**config.mk**
```make
export PLATFORM = sky130hd
export DESIGN_NAME = seq_detect_ctrl_flat
export DESIGN_NICKNAME = d
export VERILOG_FILES = /design/src/rtl/seq_detect_pkg.sv /design/src/rtl/seq_detect_ctrl_if.sv /design/src/rtl/seq_match_core.sv /design/src/rtl/seq_detect_ctrl.sv /design/src/flat_wrapper.sv
export SDC_FILE = /design/constraint.sdc
export NUM_CORES = 1
export LEC_CHECK = 0
export ABC_CLOCK_PERIOD_IN_PS = 3100
export BUFFER_PORTS_ARGS = -buffer_cell sky130_fd_sc_hd__buf_2
export CAP_MARGIN = 20
export CORE_ASPECT_RATIO = 0.75
export CORE_MARGIN = 1
export CORE_UTILIZATION = 57
export CTS_BUF_LIST = sky130_fd_sc_hd__clkbuf_4
export DETAILED_ROUTE_END_ITERATION = 16
export HOLD_SLACK_MARGIN = 0.15
export PLACE_DENSITY = 0.91
export SLEW_MARGIN = 30
export SYNTH_ARGS = -nofsm -noshare
export SYNTH_HDL_FRONTEND = slang
export SYNTH_SLANG_ARGS = --single-unit
```
**constraint.sdc**
```tcl
create_clock -name clk -period 3.1 [get_ports clk]
set_clock_uncertainty 0.2 [all_clocks]
set_input_delay 0.93 -clock clk [delete_from_list [all_inputs] [get_ports clk]]
set_output_delay 0.93 -clock clk [all_outputs]
set_load 0.05 [all_outputs]
```
**src/rtl/seq_detect_pkg.sv**
```systemverilog
// ---------------------------------------------------------------------------
// seq_detect_pkg
// Shared definitions for the serial-pattern detection controller:
//   - control FSM state encoding
//   - default pattern length and match-counter width
//   - width of the history fill counter, which must hold 0..PAT_W
// ---------------------------------------------------------------------------
package seq_detect_pkg;

    localparam int PAT_W_DEF = 4;
    localparam int CNT_W_DEF = 8;

    typedef enum logic [1:0] {
        ST_IDLE = 2'd0,
        ST_RUN  = 2'd1,
        ST_DONE = 2'd2
    } state_t;

    // The fill counter counts up to and including PAT_W.
    function automatic int fill_width(input int pat_w);
        return $clog2(pat_w + 1);
    endfunction

    localparam int FILL_W_DEF = fill_width(PAT_W_DEF);

endpackage

```
**src/rtl/seq_detect_ctrl_if.sv**
```systemverilog
// ---------------------------------------------------------------------------
// seq_detect_ctrl_if
// Config and serial-data channels of the detection controller.
//
// Handshake semantics (both channels): a transfer happens on a rising clock
// edge where valid && ready are both high. ready depends only on controller
// state, never on valid. A source may raise valid at any time and nothing is
// buffered: a beat offered while ready is low is dropped, not held.
//   cfg channel : cfg_valid / cfg_ready, payload cfg_pattern, cfg_overlap,
//                 cfg_threshold (ready only while idle).
//   data channel: din_valid / din_ready, payload din (ready only while running).
// master = the config/stream source, slave = seq_detect_ctrl.
// ---------------------------------------------------------------------------
interface seq_detect_ctrl_if #(
    parameter int PAT_W = 4,
    parameter int CNT_W = 8
);
    logic             cfg_valid;
    logic             cfg_ready;
    logic [PAT_W-1:0] cfg_pattern;
    logic             cfg_overlap;
    logic [CNT_W-1:0] cfg_threshold;
    logic             din;
    logic             din_valid;
    logic             din_ready;

    modport master (
        output cfg_valid, cfg_pattern, cfg_overlap, cfg_threshold,
        output din, din_valid,
        input  cfg_ready, din_ready
    );

    modport slave (
        input  cfg_valid, cfg_pattern, cfg_overlap, cfg_threshold,
        input  din, din_valid,
        output cfg_ready, din_ready
    );
endinterface

```
**src/rtl/seq_match_core.sv**
```systemverilog
// ---------------------------------------------------------------------------
// seq_match_core
// Shift-register history and pattern compare.
// Ports:
//   clk, reset_n : clock, async active-low reset
//   shift_en     : one accepted serial bit this cycle
//   clear        : drop history (start of a run); wins over shift_en
//   din          : serial bit, shifted in at the LSB (MSB = oldest)
//   pattern      : target pattern
//   overlap      : 1 = keep history after a hit, 0 = restart fill after a hit
//   hit          : combinational strobe, the bit being shifted completes a match
// ---------------------------------------------------------------------------
module seq_match_core
    import seq_detect_pkg::*;
#(
    parameter int PAT_W = PAT_W_DEF
) (
    input  logic             clk,
    input  logic             reset_n,
    input  logic             shift_en,
    input  logic             clear,
    input  logic             din,
    input  logic [PAT_W-1:0] pattern,
    input  logic             overlap,
    output logic             hit
);
    localparam int                FILL_W    = fill_width(PAT_W);
    localparam logic [FILL_W-1:0] FILL_FULL = FILL_W'(PAT_W);

    logic [PAT_W-1:0]  shreg_q, shreg_d, shifted;
    logic [FILL_W-1:0] fill_q, fill_d, fill_inc;

    always_comb begin
        shifted  = {shreg_q[PAT_W-2:0], din};
        // fill saturates at PAT_W: in overlap mode it then stays full.
        fill_inc = (fill_q == FILL_FULL) ? FILL_FULL : fill_q + FILL_W'(1);
        hit      = shift_en && !clear && (fill_inc == FILL_FULL) && (shifted == pattern);

        shreg_d = shreg_q;
        fill_d  = fill_q;
        if (clear) begin
            shreg_d = '0;
            fill_d  = '0;
        end else if (shift_en) begin
            shreg_d = shifted;
            // Non-overlap: the next match needs PAT_W fresh bits.
            fill_d  = (hit && !overlap) ? '0 : fill_inc;
        end
    end

    always_ff @(posedge clk or negedge reset_n) begin
        if (!reset_n) begin
            shreg_q <= '0;
            fill_q  <= '0;
        end else begin
            shreg_q <= shreg_d;
            fill_q  <= fill_d;
        end
    end
endmodule

```
**src/rtl/seq_detect_ctrl.sv**
```systemverilog
// ---------------------------------------------------------------------------
// seq_detect_ctrl
// Programmable serial-pattern detection controller: configure -> run -> done.
// Ports:
//   clk, reset_n : clock, async active-low reset
//   bus          : config and serial-data channels (slave side)
//   start        : begin a run, clears count and history (from IDLE or DONE)
//   stop         : end/abort a run, back to IDLE; wins over start
//   irq_clr      : clear sticky irq; a same-cycle set wins
//   match        : registered one-cycle pulse per detected pattern
//   match_count  : saturating match count since last start
//   irq          : sticky, set when the count reaches a non-zero threshold
//   busy         : state != IDLE
//   dbg_state    : current FSM state
// ---------------------------------------------------------------------------
module seq_detect_ctrl
    import seq_detect_pkg::*;
#(
    parameter int PAT_W = PAT_W_DEF,
    parameter int CNT_W = CNT_W_DEF
) (
    input  logic             clk,
    input  logic             reset_n,
    seq_detect_ctrl_if.slave bus,
    input  logic             start,
    input  logic             stop,
    input  logic             irq_clr,
    output logic             match,
    output logic [CNT_W-1:0] match_count,
    output logic             irq,
    output logic             busy,
    output state_t           dbg_state
);
    localparam logic [CNT_W-1:0] CNT_MAX = {CNT_W{1'b1}};

    state_t           state_q, state_d;
    logic [PAT_W-1:0] pattern_q, pattern_d;
    logic             overlap_q, overlap_d;
    logic [CNT_W-1:0] threshold_q, threshold_d;
    logic [CNT_W-1:0] count_q, count_d, count_inc;
    logic             match_q, match_d;
    logic             irq_q, irq_d;

    logic cfg_ready_w, din_ready_w, busy_w, start_go;
    logic accept, hit, irq_set;

    // ---- state register ----
    always_ff @(posedge clk or negedge reset_n) begin
        if (!reset_n) state_q <= ST_IDLE;
        else          state_q <= state_d;
    end

    // ---- output decode (from the state register only) ----
    always_comb begin
        cfg_ready_w = (state_q == ST_IDLE);
        din_ready_w = (state_q == ST_RUN);
        busy_w      = (state_q != ST_IDLE);
        // start is honoured from IDLE or DONE; ignored while running.
        start_go    = (state_q != ST_RUN) && start && !stop;
    end

    assign accept = bus.din_valid && din_ready_w;

    seq_match_core #(.PAT_W(PAT_W)) u_core (
        .clk      (clk),
        .reset_n  (reset_n),
        .shift_en (accept),
        .clear    (start_go),
        .din      (bus.din),
        .pattern  (pattern_q),
        .overlap  (overlap_q),
        .hit      (hit)
    );

    // ---- counter / irq datapath ----
    always_comb begin
        count_inc = (count_q == CNT_MAX) ? CNT_MAX : count_q + CNT_W'(1);
        irq_set   = hit && (threshold_q != '0) && (count_inc == threshold_q);

        count_d = count_q;
        if (start_go)  count_d = '0;
        else if (hit)  count_d = count_inc;

        irq_d = irq_q;
        if (irq_set)      irq_d = 1'b1;
        else if (irq_clr) irq_d = 1'b0;

        match_d = hit;

        pattern_d   = pattern_q;
        overlap_d   = overlap_q;
        threshold_d = threshold_q;
        // Latching in the start cycle means the run uses the new config.
        if (cfg_ready_w && bus.cfg_valid) begin
            pattern_d   = bus.cfg_pattern;
            overlap_d   = bus.cfg_overlap;
            threshold_d = bus.cfg_threshold;
        end
    end

    // ---- next-state logic ----
    always_comb begin
        state_d = state_q;
        unique case (state_q)
            ST_IDLE: if (start_go) state_d = ST_RUN;
            // A bit accepted alongside stop is still processed above.
            ST_RUN: begin
                if (stop)         state_d = ST_IDLE;
                else if (irq_set) state_d = ST_DONE;
            end
            ST_DONE: begin
                if (stop)          state_d = ST_IDLE;
                else if (start_go) state_d = ST_RUN;
            end
            default: state_d = ST_IDLE;
        endcase
    end

    always_ff @(posedge clk or negedge reset_n) begin
        if (!reset_n) begin
            pattern_q   <= '0;
            overlap_q   <= 1'b0;
            threshold_q <= '0;
            count_q     <= '0;
            match_q     <= 1'b0;
            irq_q       <= 1'b0;
        end else begin
            pattern_q   <= pattern_d;
            overlap_q   <= overlap_d;
            threshold_q <= threshold_d;
            count_q     <= count_d;
            match_q     <= match_d;
            irq_q       <= irq_d;
        end
    end

    assign bus.cfg_ready = cfg_ready_w;
    assign bus.din_ready = din_ready_w;
    assign busy          = busy_w;
    assign match         = match_q;
    assign match_count   = count_q;
    assign irq           = irq_q;
    assign dbg_state     = state_q;
endmodule

```
**src/flat_wrapper.sv**
```systemverilog
// flat-port wrapper written by rule: the top's interface ports become plain ports
module seq_detect_ctrl_flat import seq_detect_pkg::*;
#(
    parameter int PAT_W = PAT_W_DEF,
    parameter int CNT_W = CNT_W_DEF
)
  (clk, reset_n, start, stop, irq_clr, match, match_count, irq, busy, dbg_state, bus_cfg_valid, bus_cfg_pattern, bus_cfg_overlap, bus_cfg_threshold, bus_din, bus_din_valid, bus_cfg_ready, bus_din_ready);
  seq_detect_ctrl_if #(.PAT_W(PAT_W), .CNT_W(CNT_W)) bus_i ();
  input  logic clk;
  input  logic reset_n;
  input  logic start;
  input  logic stop;
  input  logic irq_clr;
  output logic match;
  output logic [CNT_W-1:0] match_count;
  output logic irq;
  output logic busy;
  output state_t dbg_state;
  input wire logic [$bits(bus_i.cfg_valid)-1:0] bus_cfg_valid;
  input wire logic [$bits(bus_i.cfg_pattern)-1:0] bus_cfg_pattern;
  input wire logic [$bits(bus_i.cfg_overlap)-1:0] bus_cfg_overlap;
  input wire logic [$bits(bus_i.cfg_threshold)-1:0] bus_cfg_threshold;
  input wire logic [$bits(bus_i.din)-1:0] bus_din;
  input wire logic [$bits(bus_i.din_valid)-1:0] bus_din_valid;
  output wire logic [$bits(bus_i.cfg_ready)-1:0] bus_cfg_ready;
  output wire logic [$bits(bus_i.din_ready)-1:0] bus_din_ready;
  assign bus_i.cfg_valid = bus_cfg_valid;
  assign bus_i.cfg_pattern = bus_cfg_pattern;
  assign bus_i.cfg_overlap = bus_cfg_overlap;
  assign bus_i.cfg_threshold = bus_cfg_threshold;
  assign bus_i.din = bus_din;
  assign bus_i.din_valid = bus_din_valid;
  assign bus_cfg_ready = bus_i.cfg_ready;
  assign bus_din_ready = bus_i.din_ready;
  seq_detect_ctrl #(.PAT_W(PAT_W), .CNT_W(CNT_W)) u_core (.clk(clk), .reset_n(reset_n), .bus(bus_i), .start(start), .stop(stop), .irq_clr(irq_clr), .match(match), .match_count(match_count), .irq(irq), .busy(busy), .dbg_state(dbg_state));
endmodule
```
# ---- After elaboration in Yosys (flattened, before gate mapping)
# Cells that the tools add are included.
dict set report word_totals {
  regBits 31
  inputBits 21
  output_inout_bits 15
  word_cells 55
}
dict set report op_classes {
  muxes 16
  n_eq_ne 9
  reduce_logical 19
  n_addsub 2
}
# operator count
set ops {}
lappend ops {{two-way mux 8 bit} 3}
lappend ops {{two-way mux 3 bit} 6}
lappend ops {{logical AND 1 bit} 10}
lappend ops {{adder 8 x 1 -> 8 bit (second input constant)} 1}
lappend ops {{== test 8 bit} 1}
lappend ops {{== test 8 bit (second input constant)} 1}
lappend ops {{two-way mux 2 bit} 4}
lappend ops {{nonzero test 2 bit} 4}
lappend ops {{nonzero test 8 bit} 1}
lappend ops {{== test 3 bit (second input constant)} 2}
lappend ops {{case mux 2 bit (3 select lines)} 1}
lappend ops {{== test 4 bit} 1}
lappend ops {{adder 3 x 1 -> 3 bit (second input constant)} 1}
lappend ops {{logical NOT 1 bit} 3}
lappend ops {{inequality test 3 bit (second input constant)} 1}
lappend ops {{== test 2 x 1 -> 1 bit (second input constant)} 1}
lappend ops {{== test 2 bit (second input constant)} 1}
lappend ops {{logical NOT 2 bit} 1}
lappend ops {{two-way mux 1 bit} 2}
lappend ops {{inequality test 2 x 1 -> 1 bit (second input constant)} 1}

# ---- Longest topological paths before layout
dict set report depth {
  depth_word 12
  ltp_mapped 9
  depth_no_buf 8
}

# ---- By module
# A second synthesis with hierarchy kept.
dict set report unflattened {
  hier_cells 178
  area_unflattened_um2 1840.5
}
# mod seq_area_each_um2 cells_per_inst area_each_um2 instances
set modules_own_cells {}
lappend modules_own_cells {seq_detect_ctrl 625.6 141 1461.4 1}
lappend modules_own_cells {seq_match_core 150.1 37 379.1 1}

# ---- Worst setup path before layout
# OpenSTA, ideal clock, no wires.
dict set report synth_timing {
  kind {register to register}
  startpoint {register u_core.state_q[0], in the netlist u_core.dbg_state[0]}
  endpoint {register u_core.pattern_q[3]}
  arrival_ns 2.276
  path_slack_ns 0.499
  setup_ns 0.125
  path_stages_with_launch 6
  synth_period_minus_slack_ns 2.601
  n_path_buf 1
  required_ns 2.775
  cell_sequence {dfrtp_1 > or2_2 > inv_1 > and2_1 > buf_2 > mux2_2}
}
dict set report synth_via {
  elab_chain_cells 2
}
# element line_no
set synth_rtl {}
lappend synth_rtl {{start, declared} seq_detect_ctrl.sv:36} ;# state_t state_q, state_d;
lappend synth_rtl {{start signal, assigned} seq_detect_ctrl.sv:50} ;# else state_q <= state_d;
lappend synth_rtl {{logical NOT 2 bit} seq_detect_ctrl.sv:55} ;# cfg_ready_w = (state_q == ST_IDLE);
lappend synth_rtl {{net bus_cfg_ready} flat_wrapper.sv:25} ;# output wire logic [$bits(bus_i.cfg_ready)-1:0] bus_cfg_ready;
lappend synth_rtl {{logical AND 1 bit} seq_detect_ctrl.sv:94} ;# if (cfg_ready_w && bus.cfg_valid) begin
lappend synth_rtl {{end signal, assigned} seq_detect_ctrl.sv:128} ;# pattern_q <= pattern_d;
lappend synth_rtl {{end, declared} seq_detect_ctrl.sv:37} ;# logic [PAT_W-1:0] pattern_q, pattern_d;
# The timed path passes the listed nets, and every way through them passes these cells.
# A chain may end at the register's enable or synchronous reset.

# ---- Worst setup path in the final report
dict set report layout_timing {
  startpoint {register u_core.state_q[0], in the netlist u_core.dbg_state[0]}
  endpoint {output port bus_cfg_ready}
}
dict set report layout_via {
  elab_chain_cells 1
}
# element line_no
set layout_rtl {}
lappend layout_rtl {{logical NOT 2 bit} seq_detect_ctrl.sv:55}
lappend layout_rtl {{end, declared} flat_wrapper.sv:25}
# Every way passes these cells.

==> results.cfg <==
[timing]
finalSetupTns_ns = 0
drv_slew = 0
fmax_mhz = 392
relSlewSlack_pct = 55.1
timing.final.crit_share_pct = 82.2
hold_viol_final = 0
grt_setup_unrepaired = false
post-route-min-period_ns = 2.55
setup-violations-final = 0
setup_slack_ns = 0.551
worst-slew-pin-transition_ns = 0.673

[floorplanning]
die_h_um = 50.8
core-area_um2 = 2980
io_pins = 36
start_util_pct = 60.7
rows = 17
die-area_um2 = 3400
die_x_um = 67.0

[logic_synthesis]
synth_mux_area_share_pct = 8.10
syn_inst = 174
synth_ff_type = dfrtp_1
netlist_area_um2 = 1810
synth_nets = 198
async_flop_share_pct = 100
yosysSeqAreaShare_pct = 42.9
synth_edf_count = 0
ys_warn_count = 0
synth_simple_gate_area_share_pct = 20.9
synth-compound-area-share_pct = 17.4
yosys_register_bits = 31
synth_top_family_by_area = simple AND/OR/NAND/NOR gates
synth_area_per_cell_um2 = 10.4
synth-xor-area-share_pct = 3.39
yosysUniqueCellTypes = 55
synthAdderAreaFrac_pct = 2.08

[detailed_routing]
wirelength_um = 4080
num_vias = 1516
wire_per_inst_um = 16.6
viasPerCell = 6.16
drc = 0
final_antenna_net_count = 0
drt_iter0_markers = 120
first_pass_iters = 5

[worst_setup_path]
crit_type = flop to output pin
arrival_ns = 1.42
crit_path_max_fanout = 6
crit_required_ns = 1.97
start_kind = flop
endpoint_kind = output pin

[placement]
hpwl_um = 2990
place.port_buffers = 35
place_inst = 238
place_area_um2 = 1960
gp_congestion = 0.880
pre_cts_ws_ns = 0.413

[cts]
post_cts_resized = 0
cts_sinks = 31
cts_buffer_depth = 2
cts_buffers = 5
cts_root_buf = clkbuf_4
ctsHoldBuffers = 0
insertion_delay_ns = 0.34
post_cts_buffers = 0
clkTransAtPathRegs_ns = 0.10
cts_tree = yes
htree_levels = 2

[global_routing]
met2_usage_pct = 41.0
globalRouteMet1Util_pct = 39.0
grt_max_degree = 32
grt_pass1_wl_um = 6730
busiest_layer = met2
antenna_found_initial = 0
track_usage_pct = 27.9
grt_pass1_vias = 1393
gr-usage-met3_pct = 6.82
grt-ovfl-total = 0

[cells_and_area]
nets = 231
regArea_um2 = 776
final_cell_area_um2 = 2070
diodes = 0
fillers = 253
fin_cells = 246
areaGrowthSynthToFinish_pct = 14.4
multi_input_area_um2 = 937
post_route_cells_drive_above_1_share_pct = 29.8

[pwr]
leakage_nw = 0.951
power.density_nw_per_um2 = 508
fin_total_pwr_mw = 1.05
vdd_drop_max_v = 0.000399

[job]
cap_violations = 0

[status]
status = finished, final reports clean

[min_path]
hold_class = flop to flop
-- layout make-up --
| type | count | area share [%] |
|---|---|---|
| multi-input cells | 127 | 45.3 |
| flip-flops and latches | 31 | 37.5 |
| repair buffers | 35 | 8.47 |
| clock inverters | 3 | 3.27 |
| well taps | 38 | 2.30 |
| clock buffers | 5 | 1.82 |
| inverters | 7 | 1.27 |
-- flip-flops by register name, indices dropped and copies added (netlist names) --
signal,flops
u_core.overlap_q,1
u_core.pattern_q,4
u_core.irq,1
u_core.threshold_q,8
u_core.match_count,8
u_core.match,1
u_core.u_core.fill_q,3
u_core.u_core.shreg_q,3
u_core.dbg_state,2
-- path summary, 6_finish.rpt --
kind	startpoint	endpoint	slack, ns	cells past startpoint
min in group asynchronous	reset_n	u_core.u_core.fill_q[1]$_DFFE_PN0P_	0.40	1
min reg2reg	u_core.u_core.shreg_q[2]$_DFFE_PN0P_	u_core.u_core.shreg_q[2]$_DFFE_PN0P_	0.33	1
max	u_core.dbg_state[0]$_DFFE_PN0P_	bus_cfg_ready	0.55	3
max reg2reg	u_core.match_count[0]$_DFFE_PN0P_	u_core.dbg_state[0]$_DFFE_PN0P_	0.56	6
max in group asynchronous	reset_n	u_core.threshold_q[5]$_DFFE_PN0P_	1.85	1
min	u_core.u_core.shreg_q[2]$_DFFE_PN0P_	u_core.u_core.shreg_q[2]$_DFFE_PN0P_	0.33	1
-- stage by stage --
step                      hold slack [ns]  utilization (%)
after CTS                           0.335             69.4
after global placement              0.294             65.9
final                               0.331             69.4
after global routing                0.356             69.4
after detailed placement            0.302             65.9
after floorplan                     0.253                -
-- routing by layer --
metal,vias up,part of all wire [%]
met1,717,45
met4,0,2.0
met5,-,0
li1,722,-
met2,66,45
met3,11,7.5
-- worst max-delay path: stages, from the launching register on --
cell,delay [ns]
dfrtp_1,0.44
or2_2,0.32
inv_1,0.07
buf_2,0.25
-- cell usage after synthesis, drive strengths merged (2+ instances only) --
library cell,instances,area [um^2]
ha,3,37.5
buf,8,63.8
or3,2,12.5
nand2,7,26.3
dfrtp,31,776
nor2,8,30.0
nand4,9,68.8
and4,3,26.3
mux2,13,146
o22ai,2,12.5
nor3,6,30.0
a22o,5,43.8
a21oi,11,55.1
nand3,5,35.0
o21ai,7,35.0
a21o,2,16.3
nor2b,2,12.5
xor2,6,52.6
inv,7,26.3
a311oi,2,17.5
o211ai,2,20.0
nor4,3,25.0
and3,4,30.0
nand2b,4,25.0
o31ai,2,15.0
o2111ai,2,17.5
-- power by group --
part | internal, mW | switching, mW | total (mW)
Combinational | 0.0745 | 0.0887 | 0.163
Sequential | 0.443 | 0.0440 | 0.487
Clock | 0.251 | 0.150 | 0.401
-- logic make-up after synthesis --
group	Yosys count
compound gates	44
buf+inv	16
mux	13
fa+ha+maj	3
xor+xnor	7
flops	31
simple gates	60
-- cells in the final DEF (no fill, tap or decap), types with 4 or more instances in the layout --
| cell type | instances |
|---|---|
| nand2_1 | 7 |
| a22o_1 | 5 |
| xor2_1 | 6 |
| a21oi_1 | 11 |
| nand4_1 | 7 |
| o21ai_0 | 6 |
| buf_2 | 35 |
| dfrtp_1 | 31 |
| clkbuf_4 | 5 |
| nor3_1 | 6 |
| mux2_2 | 6 |
| mux2_1 | 7 |
| nor2_1 | 8 |
| nand2b_1 | 4 |
| inv_1 | 6 |
(Power assumes the default switching activity.)
